File: src/rtl/student_fir_par_ctrl_pkg.sv
// Shared types and helpers for the segmented parallel FIR controller.
//   fir_par_state_e : controller FSM encoding
//   tree_levels(n)  : ceil(log2(n)), number of adder-tree levels
//   sat_signed(v,w) : clip a wide signed value into the signed w-bit range
package student_fir_par_ctrl_pkg;

  typedef enum logic [2:0] {
    IDLE    = 3'd0,
    START   = 3'd1,
    COLLECT = 3'd2,
    SUM     = 3'd3,
    OUT     = 3'd4
  } fir_par_state_e;

  function automatic int tree_levels(input int n);
    int l;
    l = 0;
    while ((1 << l) < n) l++;
    return l;
  endfunction

  // Operates on a 128-bit carrier so a single helper serves every width.
  function automatic logic signed [127:0] sat_signed(input logic signed [127:0] value,
                                                     input int width);
    logic signed [127:0] hi, lo;
    hi = (128'sd1 <<< (width - 1)) - 128'sd1;
    lo = -(128'sd1 <<< (width - 1));
    if (value > hi) return hi;
    if (value < lo) return lo;
    return value;
  endfunction

endpackage

File: src/rtl/student_fir_par_adder_tree_pipe.sv
// Pipelined signed adder tree, one register stage per level.
//   clk_i, rst_ni   : clock, synchronous active-low reset
//   in_valid_i      : qualifies in_data_i, travels alongside the data
//   in_data_i       : NUM_IN packed signed operands of IN_WIDTH bits
//   out_valid_o     : result valid
//   out_data_o      : exact sum, IN_WIDTH + $clog2(NUM_IN) bits
// A single input degenerates to one pass-through register.
module student_fir_par_adder_tree_pipe
  import student_fir_par_ctrl_pkg::*;
#(
  parameter int NUM_IN   = 4,
  parameter int IN_WIDTH = 32,
  localparam int LVL     = tree_levels(NUM_IN),
  localparam int OW      = IN_WIDTH + LVL
) (
  input  logic                       clk_i,
  input  logic                       rst_ni,
  input  logic                       in_valid_i,
  input  logic [NUM_IN*IN_WIDTH-1:0] in_data_i,
  output logic                       out_valid_o,
  output logic [OW-1:0]              out_data_o
);

  localparam int STAGES = (LVL == 0) ? 1 : LVL;

  logic [NUM_IN-1:0][OW-1:0] ext;
  logic [STAGES-1:0]         vld_pipe;

  // Sign-extend once to the full output width; every later add is then exact.
  always_comb begin
    for (int i = 0; i < NUM_IN; i++)
      ext[i] = OW'($signed(in_data_i[i*IN_WIDTH +: IN_WIDTH]));
  end

  for (genvar l = 0; l < STAGES; l++) begin : g_lvl
    localparam int N = (LVL == 0) ? 1 : (NUM_IN >> (l + 1));
    logic [N-1:0][OW-1:0] d;
    logic [N-1:0][OW-1:0] q;

    if (LVL == 0) begin : g_pass
      assign d = ext;
    end else if (l == 0) begin : g_first
      always_comb begin
        for (int i = 0; i < N; i++) d[i] = ext[2*i] + ext[2*i+1];
      end
    end else begin : g_next
      always_comb begin
        for (int i = 0; i < N; i++) d[i] = g_lvl[l-1].q[2*i] + g_lvl[l-1].q[2*i+1];
      end
    end

    always_ff @(posedge clk_i) begin
      if (!rst_ni) q <= '0;
      else         q <= d;
    end
  end

  always_ff @(posedge clk_i) begin
    if (!rst_ni) vld_pipe <= '0;
    else         vld_pipe <= (vld_pipe << 1) | STAGES'(in_valid_i);
  end

  assign out_valid_o = vld_pipe[STAGES-1];
  assign out_data_o  = g_lvl[STAGES-1].q[0];

endmodule

File: src/rtl/student_fir_par_ctrl.sv
// Sequencer/combiner for a segmented parallel FIR.
// Accepts one sample (valid/ready), pulses seg_start_o to all segments,
// captures each segment's first partial, sums them in a pipelined tree,
// then shifts, optionally rounds, saturates and presents the result
// (valid/ready). A COLLECT phase longer than TIMEOUT cycles aborts the
// frame and raises the sticky err_timeout_o.
// Build option: define STUDENT_FIR_PAR_CTRL_ROUND_EN for round-half-up
// before the shift; otherwise the shift truncates.
// Ports:
//   clk_i, rst_ni                 clock, synchronous active-low reset
//   sample_valid_i/ready_o, sample_i   input sample handshake
//   seg_start_o, seg_sample_o     start pulse and held sample to segments
//   seg_done_i, seg_y_i           per-segment strobes and packed partials
//   y_valid_o/y_ready_i, y_o, sat_o    result handshake and clip flag
//   busy_o, err_timeout_o, err_clr_i   status
module student_fir_par_ctrl
  import student_fir_par_ctrl_pkg::*;
#(
  parameter int NUM_SEG   = 4,
  parameter int DATA_SIZE = 16,
  parameter int SEG_WIDTH = 32,
  parameter int OUT_WIDTH = 32,
  parameter int SHIFT     = 0,
  parameter int TIMEOUT   = 1023
) (
  input  logic                         clk_i,
  input  logic                         rst_ni,
  input  logic                         sample_valid_i,
  output logic                         sample_ready_o,
  input  logic [DATA_SIZE-1:0]         sample_i,
  output logic                         seg_start_o,
  output logic [DATA_SIZE-1:0]         seg_sample_o,
  input  logic [NUM_SEG-1:0]           seg_done_i,
  input  logic [NUM_SEG*SEG_WIDTH-1:0] seg_y_i,
  output logic                         y_valid_o,
  input  logic                         y_ready_i,
  output logic [OUT_WIDTH-1:0]         y_o,
  output logic                         sat_o,
  output logic                         busy_o,
  output logic                         err_timeout_o,
  input  logic                         err_clr_i
);

  localparam int LVL = tree_levels(NUM_SEG);
  localparam int SW  = SEG_WIDTH + LVL;
  localparam int TW  = $clog2(TIMEOUT + 1);
`ifdef STUDENT_FIR_PAR_CTRL_ROUND_EN
  localparam logic signed [SW:0] RND = (SHIFT > 0) ? ((SW+1)'(1) << ((SHIFT > 0) ? SHIFT - 1 : 0)) : '0;
`endif

  fir_par_state_e                    state_q;
  logic [DATA_SIZE-1:0]              sample_q;
  logic [NUM_SEG-1:0][SEG_WIDTH-1:0] cap_q;
  logic [NUM_SEG-1:0]                done_q;
  logic [TW-1:0]                     timer_q;
  logic                              sum_go_q;
  logic [OUT_WIDTH-1:0]              y_q;
  logic                              sat_q;
  logic                              err_q;

  logic                    all_done, timeout_hit, tree_in_vld, tree_vld;
  logic [SW-1:0]           sum_w;
  logic signed [SW:0]      ext_w, shf_w;
  logic signed [127:0]     wide_w, clip_w;
  logic [OUT_WIDTH-1:0]    y_d;
  logic                    sat_d;

  assign all_done    = &done_q;
  // Completion wins over a timeout landing in the same cycle.
  assign timeout_hit = (state_q == COLLECT) && !all_done && (timer_q == TW'(TIMEOUT - 1));
  // With several levels the tree is launched on the first SUM cycle; the
  // single-register case launches one cycle earlier so total latency stays LVL+2.
  assign tree_in_vld = (LVL == 0) ? ((state_q == COLLECT) && all_done) : sum_go_q;

  student_fir_par_adder_tree_pipe #(
    .NUM_IN   (NUM_SEG),
    .IN_WIDTH (SEG_WIDTH)
  ) u_tree (
    .clk_i       (clk_i),
    .rst_ni      (rst_ni),
    .in_valid_i  (tree_in_vld),
    .in_data_i   (cap_q),
    .out_valid_o (tree_vld),
    .out_data_o  (sum_w)
  );

  // Scale / round / saturate. One guard bit keeps the rounding add from wrapping.
  always_comb begin
    ext_w = {sum_w[SW-1], sum_w};
`ifdef STUDENT_FIR_PAR_CTRL_ROUND_EN
    ext_w = ext_w + RND;
`endif
    shf_w  = ext_w >>> SHIFT;
    wide_w = {{(127 - SW){shf_w[SW]}}, shf_w};
    clip_w = sat_signed(wide_w, OUT_WIDTH);
  end

  assign y_d   = clip_w[OUT_WIDTH-1:0];
  assign sat_d = (clip_w != wide_w);

  always_ff @(posedge clk_i) begin
    if (!rst_ni) begin
      state_q  <= IDLE;
      sample_q <= '0;
      cap_q    <= '0;
      done_q   <= '0;
      timer_q  <= '0;
      sum_go_q <= 1'b0;
      y_q      <= '0;
      sat_q    <= 1'b0;
      err_q    <= 1'b0;
    end else begin
      sum_go_q <= 1'b0;
      if (timeout_hit)    err_q <= 1'b1;
      else if (err_clr_i) err_q <= 1'b0;

      case (state_q)
        IDLE: begin
          if (sample_valid_i) begin
            sample_q <= sample_i;
            state_q  <= START;
          end
        end
        START: begin
          done_q  <= '0;
          timer_q <= '0;
          state_q <= COLLECT;
        end
        COLLECT: begin
          // Only the first strobe per segment is captured.
          for (int k = 0; k < NUM_SEG; k++)
            if (seg_done_i[k] && !done_q[k]) cap_q[k] <= seg_y_i[k*SEG_WIDTH +: SEG_WIDTH];
          done_q  <= done_q | seg_done_i;
          timer_q <= timer_q + TW'(1);
          if (all_done) begin
            state_q  <= SUM;
            sum_go_q <= 1'b1;
          end else if (timeout_hit) begin
            state_q <= IDLE;
          end
        end
        SUM: begin
          if (tree_vld) begin
            y_q     <= y_d;
            sat_q   <= sat_d;
            state_q <= OUT;
          end
        end
        OUT: begin
          if (y_ready_i) state_q <= IDLE;
        end
        default: state_q <= IDLE;
      endcase
    end
  end

  assign sample_ready_o = (state_q == IDLE);
  assign seg_start_o    = (state_q == START);
  assign seg_sample_o   = sample_q;
  assign y_valid_o      = (state_q == OUT);
  assign y_o            = y_q;
  assign sat_o          = sat_q;
  assign busy_o         = (state_q != IDLE);
  assign err_timeout_o  = err_q;

endmodule

File: config.mk
export PLATFORM = sky130hd
export DESIGN_NAME = student_fir_par_ctrl
export DESIGN_NICKNAME = d
export VERILOG_FILES = /design/src/rtl/student_fir_par_ctrl_pkg.sv /design/src/rtl/student_fir_par_adder_tree_pipe.sv /design/src/rtl/student_fir_par_ctrl.sv
export SDC_FILE = /design/constraint.sdc
export NUM_CORES = 1
export LEC_CHECK = 0
export BUFFER_PORTS_ARGS = -buffer_cell sky130_fd_sc_hd__clkbuf_2
export CAP_MARGIN = 10
export CORE_MARGIN = 5
export CORE_UTILIZATION = 50
export CTS_CLUSTER_DIAMETER = 30
export CTS_CLUSTER_SIZE = 28
export DETAILED_ROUTE_END_ITERATION = 7
export PLACE_DENSITY = 0.71
export SYNTH_ARGS = -nofsm -noshare
export SYNTH_HDL_FRONTEND = slang
export SYNTH_SLANG_ARGS = --single-unit
File: constraint.sdc
create_clock -name clk_i -period 3.2 [get_ports clk_i]
set_input_delay 0.16 -clock clk_i [delete_from_list [all_inputs] [get_ports clk_i]]
set_output_delay 0.16 -clock clk_i [all_outputs]
set_load 0.05 [all_outputs]
==> results of run 1 <==
==> worst min-delay path by stage <==
stage,cells after the start,to,slack (ns),startpoint
after floorplan,2,cap_q[0],0.30,seg_y_i[0]
after global placement,3,seg_sample_o[12],0.38,sample_i[12]
after detailed placement,3,cap_q[120],0.39,seg_y_i[120]
after CTS,3,state_q[2],0.02,y_ready_i
after global routing,3,state_q[2],0.04,y_ready_i
final,3,state_q[2],0.05,y_ready_i
==> timing repair <==
item                                   CTS  global route
endpoints found under the hold margin  149             0
resized for setup                        0             3
setup endpoints to repair                0             6
hold buffers                           149             0
==> cell usage after synthesis, types with 13 or more instances <==
| cell | count |
|---|---|
| nand2_1 | 365 |
| dfxtp_1 | 298 |
| a21oi_1 | 274 |
| nor2_1 | 164 |
| ha_1 | 100 |
| clkbuf_1 | 85 |
| a211oi_1 | 42 |
| o21ai_0 | 42 |
| inv_1 | 41 |
| xnor2_1 | 41 |
| a21o_1 | 37 |
| xor2_1 | 33 |
| nand3_1 | 29 |
| nand2b_1 | 20 |
| nor3_1 | 18 |
| o21a_1 | 16 |
| and2_1 | 15 |
| nand4_1 | 13 |
==> cells by family after synthesis <==
| logic type | Yosys count |
|---|---|
| AO/OA/AOI/OAI | 508 |
| flip-flops | 298 |
| adder cells (fa/ha/maj) | 103 |
| AND/OR/NAND/NOR | 679 |
| buffers and inverters | 129 |
| multiplexers | 6 |
| XOR/XNOR | 74 |
==> area by class of cell <==
| type | instances | share of cell area (%) |
|---|---|---|
| inverters | 42 | 0.849 |
| clock buffers | 74 | 8.56 |
| well taps | 384 | 2.47 |
| multi-input cells | 1370 | 41.8 |
| repair buffers | 372 | 13.7 |
| clock inverters | 34 | 2.01 |
| flip-flops and latches | 298 | 30.7 |
==> layer usage <==
metal / global-route usage [%] / wire (um)
met1: 28.5 / 17000
met2: 41.2 / 19200
met3: 3.84 / 1920
met4: 7.05 / 939
met5: 0 / 0
==> power breakdown <==
group / switching (W) / internal [W] / total (W)
logic: 0.00123 / 0.000708 / 0.00194
registers: 0.000174 / 0.00399 / 0.00417
clock network: 0.00198 / 0.00416 / 0.00614
total: 0.00339 / 0.00886 / 0.0122
==> cell usage in the layout, fill, tap and decap left out, types with 12 or more instances in the layout <==
cell type,instances
a211oi_1,41
a21o_1,37
a21oi_1,274
and2_1,15
buf_4,16
clkbuf_16,61
clkbuf_2,206
dfxtp_1,298
dlygate4sd3_1,149
ha_1,100
inv_1,41
nand2_1,365
nand2b_1,20
nand3_1,29
nand4_1,13
nor2_1,160
nor3_1,18
o211ai_1,12
o21a_1,16
o21ai_0,42
xnor2_1,41
xor2_1,33
==> registers in the layout, indices dropped and copies added (netlist names) <==
register and count:
u_tree.out_data_o 34, seg_sample_o 16, timer_q 10, y_o 32
cap_q 128, sum_go_q 1, u_tree.g_lvl.q 66, done_q 4
sat_o 1, u_tree.vld_pipe 2, err_timeout_o 1, state_q 3
==> tightest hold or removal path, stage by stage <==
cell and delay, ns:
clkbuf_2 0.09, nand2b_1 0.19, a21oi_1 0.09
==> per-stage QoR <==
| stage | util, % | power [W] | area, sq um |
|---|---|---|---|
| floorplan | - | 0.00547 | 14600 |
| global placement | 55.4 | 0.00597 | 15900 |
| detailed placement | 55.4 | 0.00600 | 15900 |
| CTS | 67.8 | 0.0123 | 19500 |
| global route | 67.8 | 0.0128 | 19500 |
| finish | 67.8 | 0.0122 | 19500 |
==> qor.yml, run 1 <==
synth_compound_area_share_pct: 22.1
maxCapViolCount: 0
port_buffers: 206
synth_xor_xnor_area_share_pct: 4.45
synth_fa_ha_area_share_pct: 9.00
rr_startpoint: "cap_q[64]"
core_sq_um: 28700
diodes: 0
cts.path.max_buffers: 3
synthMuxAreaShare_pct: 0.421
ant_nets: 0
cp.arrival_ns: 3.43
clock_sinks: 298
globalplace.congestion: 0.895
peakVddDrop_mv: 0.495
setup.worst_path.start: "cap_q[64]"
cts_buffers: 58
slew_violations: 0
endpoint_kind: "flop"
worst_pin_slew_ns: 0.773
slowest_stage: "a2111o_1"
yosysWarnings: 0
status: "completed"
cp_cell_sequence: "ha_1 > inv_1 > fa_1 > and2b_1 > o2111ai_1 > a211oi_2 > nor3_1 > o31ai_2 > a211oi_2 > o21ai_1 > a2111o_1 > o21ai_1"
relSlewSlack_pct: 48.4
fin_crit_sh_pct: 92.2
dp.cells: 2317
path_clk_slew_ns: 0.05
crit_family: "compound AO/OA/AOI/OAI gates"
drc: 0
r2r_end: "u_tree.g_lvl[0].q[66]"
synth.area.top_cells: "dfxtp_1, a21oi_1, nand2_1"
drt_iter0_drc: 793
final_nets: 2398
synth_cells: 1797
crit_required_ns: 3.68
rsz0062_at_grt: "true"
dp_worst_setup_slack_ns: 0.0816
synth_area_sq_um: 14600
fillCellCount: 2356
vias: 13684
synth_edf_count: 0
syn_area_per_cell_sq_um: 8.10
dpl.hpwl_mm: 27.4
cp.depth: 12
num_io_pins: 207
fin_ws_ns: 0.249
grt_pass1_wl_mm: 64.7
drt-total-wl_mm: 39.0
netlist.area_leader.share_pct: 41.0
holdCritPathClass: "in -> reg"
fp.dieW_um: 181
final_cell_count_no_fill: 2574
setup_viol: 0
crit_buf_inv: 1
critPathMaxStageDelay_ns: 0.42
cts_setup_buffers: 0
p_per_area_nw_per_um2: 629
whs_ns: 0.0457
rrSetupSlack_ns: 0.25
grt_max_degree: 80
timing.final.hold_violations: 0
root_buffer: "clkbuf_16"
syn-num-nets: 2053
fin_skew_ns: 0.0141
regArea_sq_um: 5970
synth_seq_cells: 298
synth_largest_area_cell: "dfxtp_1"
ys.flop_type: "dfxtp_1"
start_util_pct: 50.7
grt_use_total_pct: 23.1
synth-simple-area-share_pct: 19.8
antenna_found_initial: 0
tritoncts: "done"
timing.fmax_mhz: 339
tns_ns: 0
path_class: "reg -> reg"
grt_pass1_vias: 13675
crit_path_end: "u_tree.g_lvl[0].q[66]"
synth_top_family_by_area: "compound AO/OA/AOI/OAI gates"
routedWlPerCell_um: 15.2
area_growth_pct: 33.6
die_y_um: 181
p_leak_nw: 8.33
synth_cell_types: 77
firstDrtPassIters: 5
viasPerCell: 5.32
die-area_sq_um: 32600
critPathLaunchType: "flop"
clk_latency_ns: 0.55
reg2reg_depth: 12
grt_overflow: 0
final_layout_size_suffix_gt1_share_pct: 16.9
synth-seq-area-share_pct: 41.0
multi_input_area_sq_um: 8130
min_period_ns: 2.95
cts_max_level: 2
path_max_fanout: 3
rows: 62
synthArstFlopShare_pct: 0
No activity file was read; power rests on OpenSTA's default activity.
==> inputs of run 2 (changes only) <==
- PLACE_DENSITY: 0.71 -> 0.7
==> run 2 against run 1 <==
  * Core utilization rose by 0.15 points
  * Highest routed layer unchanged
  * Critical path depth unchanged
  * Combinational power hardly changed
  * Via count up 0.62%
  * Die area is the same
  * Sequential cell count stayed put
  * Clock skew is 0.0027 ns higher
  * Sequential power hardly changed
  * Hold slack gained 0.091 ns
  * Power is 1.1% higher
  * Global-route usage hardly changed
  * Critical endpoint is now u_tree.g_lvl[0].q[32]
  * First-iteration DRC count down 3.0%
==> qor.yml, run 2 (synthesis results as in run 1) <==
area_growth_pct: 33.9  # was 33.6%
crit_buf_inv: 1  # unchanged
num_io_pins: 207  # unchanged
worst_pin_slew_ns: 0.790  # was 0.773 ns
firstDrtPassIters: 6  # was 5
grt_pass1_wl_mm: 64.5  # was 64.7 mm
final_layout_size_suffix_gt1_share_pct: 17.0  # was 16.9%
viasPerCell: 5.35  # was 5.32
fin_skew_ns: 0.0167  # was 0.0141 ns
die_y_um: 181  # unchanged
start_util_pct: 50.7  # unchanged
grt_max_degree: 101  # was 80
switchingPower_w: 0.00343  # was 0.00339 W
tns_ns: 0  # unchanged
crit_required_ns: 3.64  # was 3.68 ns
fp.dieW_um: 181  # unchanged
cts_buffers: 58  # unchanged
critPathMaxStageDelay_ns: 0.39  # was 0.42 ns
setup_viol: 0  # unchanged
final_cell_mix: "nand2_1, dfxtp_1, a21oi_1"  # unchanged
grt_overflow: 0  # unchanged
dpl.hpwl_mm: 26.9  # was 27.4 mm
routedWlPerCell_um: 15.0  # was 15.2 um
port_buffers: 206  # unchanged
cp.arrival_ns: 3.41  # was 3.43 ns
timing.final.hold_violations: 0  # unchanged
die-area_sq_um: 32600  # unchanged
cp_cell_sequence: "ha_1 > inv_1 > fa_1 > nand2b_1 > a21oi_2 > o21ai_2 > o31ai_4 > a311oi_4 > o41ai_4 > a311o_2 > a21oi_1 > o211a_1"  # was ha_1 > inv_1 > fa_1 > and2b_1 > o2111ai_1 > a211oi_2 > nor3_1 > o31ai_2 > a211oi_2 > o21ai_1 > a2111o_1 > o21ai_1
cts_setup_buffers: 0  # unchanged
crit_family: "compound AO/OA/AOI/OAI gates"  # unchanged
largest_reg_flops: 128  # unchanged
power_frac_seq_pct: 33.6  # was 34.0%
core_sq_um: 28700  # unchanged
clk_latency_ns: 0.56  # was 0.55 ns
p_total_w: 0.0124  # was 0.0122 W
status: "completed"  # unchanged
root_buffer: "clkbuf_16"  # unchanged
top_register: "cap_q"  # unchanged
critPathLaunchType: "flop"  # unchanged
slew_violations: 0  # unchanged
rsz0062_at_grt: "true"  # unchanged
p_per_area_nw_per_um2: 635  # was 629 nW/um^2
holdCritPathClass: "in -> reg"  # unchanged
p_comb_share_pct: 15.6  # was 15.8%
peakVddDrop_mv: 0.518  # was 0.495 mV
slowest_stage: "o41ai_4"  # was a2111o_1
drt-total-wl_mm: 38.6  # was 39.0 mm
clock_sinks: 298  # unchanged
drt_iter0_drc: 769  # was 793
clockPowerShare_pct: 50.8  # was 50.1%
cts_max_level: 2  # unchanged
path_max_fanout: 5  # was 3
timing.fmax_mhz: 337  # was 339 MHz
rows: 62  # unchanged
maxCapViolCount: 0  # unchanged
path_class: "reg -> reg"  # unchanged
grt_pass1_vias: 13640  # was 13675
antenna_found_initial: 0  # unchanged
grt_use_total_pct: 23.0  # was 23.1%
path_clk_slew_ns: 0.05  # about the same
tritoncts: "done"  # unchanged
layout_commonest_cell: "nand2_1"  # unchanged
globalplace.congestion: 0.871  # was 0.895
ant_nets: 0  # unchanged
relSlewSlack_pct: 47.3  # was 48.4%
p_leak_nw: 8.35  # was 8.33 nW
fin_crit_sh_pct: 92.8  # was 92.2%
swShare_pct: 27.7  # was 27.6%
cts.path.max_buffers: 3  # unchanged
vias: 13769  # was 13684
drc: 0  # unchanged
final_nets: 2398  # unchanged
min_period_ns: 2.97  # was 2.95 ns
endpoint_kind: "flop"  # unchanged
p_int_w: 0.00895  # was 0.00886 W
run 2: cell types whose count changed in the layout (fill, tap and decap cells not counted), sizes merged:
cell	before	now
clkbuf	280	274
bufinv	6	9
inv	46	50
dlygate4sd3	149	150
buf	17	16
diode	0	1
run 2: cell type report:
type / instances / area [sq um]
clock inverters: 41 / 518
diodes: 1 / 2.50
flip-flops and latches: 298 / 5970
multi-input cells: 1370 / 8140
clock buffers: 68 / 1570
fillers: 2281 / 9200
well taps: 384 / 480
repair buffers: 372 / 2670
inverters: 42 / 165
run 2: power groups by stage:
| stage | clock, W | combinational [W] | sequential, W |
|---|---|---|---|
| 5_1_grt | 0.00657 | 0.00214 | 0.00419 |
| 3_3_place_gp | 0 | 0.00174 | 0.00423 |
| 4_1_cts | 0.00637 | 0.00192 | 0.00417 |
| 3_5_place_dp | 0 | 0.00176 | 0.00424 |
| 6_report | 0.00629 | 0.00193 | 0.00417 |
| 2_1_floorplan | 0 | 0.00119 | 0.00428 |
run 2: worst min-delay path: cells and delay by family:
family | cells | cell delay (ns)
buffers and inverters | 2 | 0.33
AND/OR/NAND/NOR | 1 | 0.15
run 2: repair_timing:
| action | CTS | global route |
|---|---|---|
| hold buffers | 150 | 0 |
| hold endpoints to repair | 150 | 0 |
| endpoints found under the setup margin | 0 | 4 |
| resized for setup | 0 | 4 |
run 2: through the flow:
step	instance area, sq um	setup WS [ns]	util [%]	std cells	hold slack [ns]
4_1_cts	19500	0.0271	67.9	2575	0.131
2_1_floorplan	14600	0.372	-	1797	0.296
5_1_grt	19500	0.0261	68.0	2575	0.178
3_5_place_dp	15900	0.0660	55.4	2316	0.387
3_3_place_gp	15900	0.121	55.4	2316	0.383
6_report	19500	0.231	68.0	2576	0.136
run 2: path summary, 6_finish.rpt:
check        startpoint  slack (ns)                    end  cells past startpoint
min              rst_ni        0.14  u_tree.out_data_o[17]                      3
min reg2reg    sum_go_q        0.43     u_tree.vld_pipe[0]                      1
max reg2reg    cap_q[0]        0.23  u_tree.g_lvl[0].q[32]                     12
max            cap_q[0]        0.23  u_tree.g_lvl[0].q[32]                     12
run 2: per-layer routing:
| layer | vias up | share of wire (%) | track usage [%] |
|---|---|---|---|
| li1 | 6958 | - | - |
| met1 | 6333 | 43 | 28.8 |
| met2 | 370 | 48 | 40.3 |
| met3 | 108 | 4.8 | 3.77 |
| met4 | 0 | 3.3 | 7.80 |
| met5 | - | 0 | 0 |
